===== config.mk =====
export PLATFORM = sky130hd
export DESIGN_NAME = note_player
export DESIGN_NICKNAME = d
export VERILOG_FILES = /design/src/rtl/music_pkg.sv /design/src/rtl/beat_timer.sv /design/src/rtl/note_player.sv
export SDC_FILE = /design/constraint.sdc
export NUM_CORES = 1
export LEC_CHECK = 0
export BUFFER_PORTS_ARGS = -buffer_cell sky130_fd_sc_hd__buf_2
export CORE_ASPECT_RATIO = 0.9
export CORE_UTILIZATION = 50
export DETAILED_ROUTE_END_ITERATION = 6
export PLACE_DENSITY_LB_ADDON = 0.08
export SLEW_MARGIN = 25
export SYNTH_ARGS = -nofsm -noshare
export SYNTH_HDL_FRONTEND = slang
export SYNTH_SLANG_ARGS = --single-unit

===== constraint.sdc =====
create_clock -name clk -period 2.7 [get_ports clk]
set_input_delay 0.27 -clock clk [delete_from_list [all_inputs] [get_ports clk]]
set_output_delay 0.27 -clock clk [all_outputs]
set_load 0.005 [all_outputs]

===== src/rtl/music_pkg.sv =====
// rtl/music_pkg.sv - shared widths, rest code and player state encoding
package music_pkg;
    localparam int NOTE_W    = 4;
    localparam int OCT_W     = 2;
    localparam int ADDR_W    = 4;
    localparam int NUM_SLOTS = 16;
    localparam int TIMER_W   = 26;

    localparam logic [NOTE_W-1:0] NOTE_REST = 4'hF;

    typedef enum logic [2:0] {
        IDLE,
        FETCH,
        WAIT,
        PLAY,
        GAP,
        FINISH
    } state_t;
endpackage


===== src/rtl/beat_timer.sv =====
// rtl/beat_timer.sv - loadable down-counter with expire flag for note and gap timing
module beat_timer #(
    parameter int W = 26
) (
    input  logic         clk,
    input  logic         reset,
    input  logic         load,
    input  logic [W-1:0] load_val,
    output logic         expired
);
    logic [W-1:0] count;

    always_ff @(posedge clk) begin
        if (reset) begin
            count <= '0;
        end else if (load) begin
            count <= load_val;
        end else if (count != '0) begin
            count <= count - W'(1);
        end
    end

    // Loading N-1 makes the owning state last exactly N cycles.
    assign expired = (count == '0);
endmodule


===== src/rtl/note_player.sv =====
// rtl/note_player.sv - sequences stored notes through a 2-cycle memory with beat and gap timing
module note_player
    import music_pkg::*;
#(
    parameter int BEAT_CYCLES = 12500000,
    parameter int GAP_CYCLES  = 1250000
) (
    input  logic                    clk,
    input  logic                    reset,
    input  logic                    start,
    input  logic                    stop,
    input  logic                    loop_en,
    input  logic [4:0]              note_count,
    output logic [ADDR_W-1:0]       mem_addr,
    input  logic [NOTE_W+OCT_W-1:0] mem_q,
    output logic [NOTE_W-1:0]       note_out,
    output logic [OCT_W-1:0]        octave_out,
    output logic                    note_valid,
    output logic                    playing,
    output logic                    done
);
    localparam bit HAS_GAP = (GAP_CYCLES > 0);
    localparam logic [TIMER_W-1:0] BEAT_LOAD = TIMER_W'(BEAT_CYCLES - 1);
    localparam logic [TIMER_W-1:0] GAP_LOAD  = HAS_GAP ? TIMER_W'(GAP_CYCLES - 1) : '0;

    state_t               state;
    state_t               state_next;
    state_t               adv_state;
    logic [4:0]           eff_count;
    logic                 more;
    logic                 advance;
    logic                 timer_load;
    logic [TIMER_W-1:0]   timer_val;
    logic                 timer_expired;

    assign eff_count = (note_count > 5'd16) ? 5'd16 : note_count;
    assign more      = ({1'b0, mem_addr} + 5'd1) < eff_count;
    assign adv_state = (more || loop_en) ? FETCH : FINISH;

    beat_timer #(.W(TIMER_W)) u_timer (
        .clk      (clk),
        .reset    (reset),
        .load     (timer_load),
        .load_val (timer_val),
        .expired  (timer_expired)
    );

    always_comb begin
        state_next = state;
        timer_load = 1'b0;
        timer_val  = BEAT_LOAD;
        advance    = 1'b0;
        case (state)
            IDLE: begin
                if (start) begin
                    state_next = (eff_count == 5'd0) ? FINISH : FETCH;
                end
            end
            FETCH: state_next = WAIT;
            WAIT: begin
                state_next = PLAY;
                timer_load = 1'b1;
            end
            PLAY: begin
                if (timer_expired) begin
                    if (HAS_GAP) begin
                        state_next = GAP;
                        timer_load = 1'b1;
                        timer_val  = GAP_LOAD;
                    end else begin
                        advance    = 1'b1;
                        state_next = adv_state;
                    end
                end
            end
            GAP: begin
                if (timer_expired) begin
                    advance    = 1'b1;
                    state_next = adv_state;
                end
            end
            FINISH:  state_next = IDLE;
            default: state_next = IDLE;
        endcase
        // stop beats everything, including a start in the same cycle
        if (stop) begin
            state_next = IDLE;
            timer_load = 1'b0;
            advance    = 1'b0;
        end
    end

    always_ff @(posedge clk) begin
        if (reset) begin
            state      <= IDLE;
            mem_addr   <= '0;
            note_out   <= '0;
            octave_out <= '0;
            note_valid <= 1'b0;
        end else begin
            state <= state_next;
            if (stop) begin
                mem_addr   <= '0;
                note_valid <= 1'b0;
            end else begin
                if (state == IDLE && start) begin
                    mem_addr <= '0;
                end
                if (state == WAIT) begin
                    note_out   <= mem_q[NOTE_W-1:0];
                    octave_out <= mem_q[NOTE_W +: OCT_W];
                    note_valid <= (mem_q[NOTE_W-1:0] != NOTE_REST);
                end
                if (state == PLAY && timer_expired) begin
                    note_valid <= 1'b0;
                end
                if (advance && more) begin
                    mem_addr <= mem_addr + ADDR_W'(1);
                end else if (advance && loop_en) begin
                    mem_addr <= '0;
                end
            end
        end
    end

    assign playing = (state != IDLE);
    assign done    = (state == FINISH);
endmodule


==> run metrics <==
final instance area 2412 sq um; clock input transition at the sequential cells of the worst setup and hold paths 0.08 ns; crit share post-route 0.9251; Detail Route Antenna Nets 0; antenna violations before repair 0; clock latency on the worst-skew pair 0.29 ns; share of layout cells above drive strength 1 0.1828; deepest level of the CTS H-tree 2; number of global-route vias before repair 1780; diode count 0; Core Area 4046 sq um; cell area power density 1287 nW/um^2; max-cap violation count 0; Fin. Hold Viols 0; most frequent cells in the layout dfxtp_1 (40), buf_2 (28), nand2_1 (25); Post-DP Area 2335 sq um; #FFs+latches synth 40; Via-to-Cell Ratio 5.749; Largest stage delay, worst path 0.59 ns; clk buf depth 2; Initial Util 0.5207; nature of the critical path endpoint flip-flop; Die H 63.59 microns; commonest non-fill, non-tap cell in the layout dfxtp_1; GP Congestion 0.8167; post-CTS setup buffers 0; final wirelength 4837 microns; vias 1943; CTS Sinks 40; Post-synth top flop dfxtp_1; Final Skew 0.009423 ns; Post-Syn Area per Cell 8.199 sq um; f_max 400.3 MHz; clock buffer count from CTS 5; Tot Pwr 0.003104 W; Seq/Total Area, Yosys 0.3800; first-pass detailed-route iteration total 4; share of power burned in combinational logic 0.574; Overflow after GRT 0; Post-Syn Area 2107 sq um; Synth Net Count 279; Crit. Startpoint u_timer.count[19]$_SDFFE_PP0P_; Cell Rows 22; Switching Power 0.001330 W; number of synthesized flops with an enable pin 0; Top delay family on crit path simple AND/OR/NAND/NOR gates; crit start category flip-flop; Worst EP required 2.87 ns; largest net degree at the start of global routing 20; Setup Total Neg Slack 0 ns; Yosys cell types 45; Yosys warnings 0; P_int 0.001774 W; global-route wire length before repair 8190 microns; Slowest-stage cell, CP or4_1; PostCTS Resize Cnt 0; class of the worst hold path input pin to flip-flop; setup violators final 0; relative slew slack 0.4861; Buf+Inv Stages, Crit Path 0; RR Startpoint u_timer.count[19]$_SDFFE_PP0P_; DRT iter0 DRCs 89; HP Start mem_q[4]; Worst Tran Pin Value 0.7628 ns; Die X-Extent 70.43 microns; RSZ-0062 raised after global routing false; Layout area overhead 14.49%; Leak 0.9831 nW; Die Area 4478 sq um; status finished, final reports clean; WP data arrival 2.67 ns; hold buffer count at cts 0; clock root buffer master clkbuf_8; Final min period 2.498 ns; Net count, final 312; half-perimeter wire length after placement 3539 microns; IR drop worst, VDD 0.0008743 V; port bufs 28; sequential power share 0.308; crit-path max FO 5; Total Routing Usage GR 0.2299; IO Pins 29; FFs w/ async S/R, synth 0; Remaining DRCs 0; Syn Inst Count 257; CTS tree yes; routed len/inst 14.31 microns; worst setup path class flip-flop to flip-flop; critical path, cell by cell or4_1 > or3_1 > or4_4 > o21a_1 > mux2_2; Sw Ratio 0.4285; Slew Limit Fails 0; Clk pwr share 0.118
==> worst register-to-register path, cell delays in order, from the launching register on <==
cell and delay, ns:
dfxtp_1 0.35, or4_1 0.59, or3_1 0.40, or4_4 0.55, o21a_1 0.23, mux2_2 0.27
==> kinds of logic (layout without fill, tap and decap cells) <==
logic type,after synthesis,in the layout,synth area share
flip-flops,40,40,0.3800
XOR/XNOR,17,17,0.07066
AND/OR/NAND/NOR,111,111,0.2862
multiplexers,1,1,0.005344
buffers and inverters,19,52,0.03504
AO/OA/AOI/OAI,63,63,0.1871
adder cells (fa/ha/maj),6,6,0.03563
==> path summary, 6_finish.rpt <==
check             slack (ns)                    endpoint  cells past startpoint
setup / recovery        0.20    mem_addr[0]$_SDFFE_PP0P_                      5
hold / removal          0.22  octave_out[0]$_SDFFE_PP0P_                      3
setup reg to reg        0.20    mem_addr[0]$_SDFFE_PP0P_                      5
hold reg to reg         0.45    note_out[3]$_SDFFE_PP0P_                      2
==> power groups by stage <==
stage | combinational [W] | sequential [W] | clock [W]
global placement | 0.00178 | 0.000954 | 0
finish | 0.00178 | 0.000956 | 0.000367
floorplan | 0.00130 | 0.000910 | 0
global route | 0.00200 | 0.000992 | 0.000398
detailed placement | 0.00177 | 0.000961 | 0
CTS | 0.00179 | 0.000951 | 0.000380
==> area by class of cell <==
| cell class | instances | area (sq um) |
|---|---|---|
| fill | 387 | 1634 |
| multi-input combinational | 198 | 1232 |
| sequential | 40 | 800.8 |
| timing repair buffer | 38 | 215.2 |
| clock buffer | 6 | 72.57 |
| tap | 48 | 60.06 |
| inverter | 7 | 26.28 |
| clock inverter | 1 | 5.005 |
==> cells in the mapped netlist (all sizes together), types with 2 or more instances <==
cell     number  area [sq um]
nor2         19         71.32
and3          2         12.51
ha            6         75.07
nor3         13         70.07
nor4b         2         17.52
a2111oi       2         17.52
or3           5         31.28
a22o          2         17.52
nor4          6         37.54
nand2        25         93.84
or4          11         86.33
a21o          3         22.52
o211ai        2         15.01
nand2b        6         37.54
xnor2        13         113.9
o21ai        14         70.06
buf           2         10.01
nand3         4         20.02
inv           7         26.28
o21a          3         22.52
o31ai         2         15.01
or2           6         37.54
o41ai         2         17.52
dfxtp        40         800.8
a31oi         7         43.79
clkbuf       10         37.54
nand4         5         31.28
a21oi        20         100.1
nand3b        3         22.52
xor2          4         35.03
==> flip-flops by register name (all words and copies together), names as in the netlist <==
name / flops
mem_addr: 4
note_out: 4
note_valid: 1
octave_out: 2
state: 3
u_timer.count: 26
==> layer usage <==
| layer | track usage | part of all wire |
|---|---|---|
| met2 | 0.3762 | 0.47 |
| met5 | 0 | 0 |
| met3 | 0.04000 | 0.023 |
| met1 | 0.3061 | 0.50 |
| met4 | 0.07250 | 0.0087 |
==> stage by stage <==
stage	hold WS, ns	worst slack, ns	utilization	std cells
3_5_place_dp	0.4466	0.2362	0.5770	331
6_report	0.2188	0.2022	0.5962	338
5_1_grt	0.2250	0.1484	0.5962	338
2_1_floorplan	0.4060	0.1318	-	257
3_3_place_gp	0.4406	0.2696	0.5770	331
4_1_cts	0.2126	0.2044	0.5962	338
Note: power is estimated with default switching activity, not from simulation.
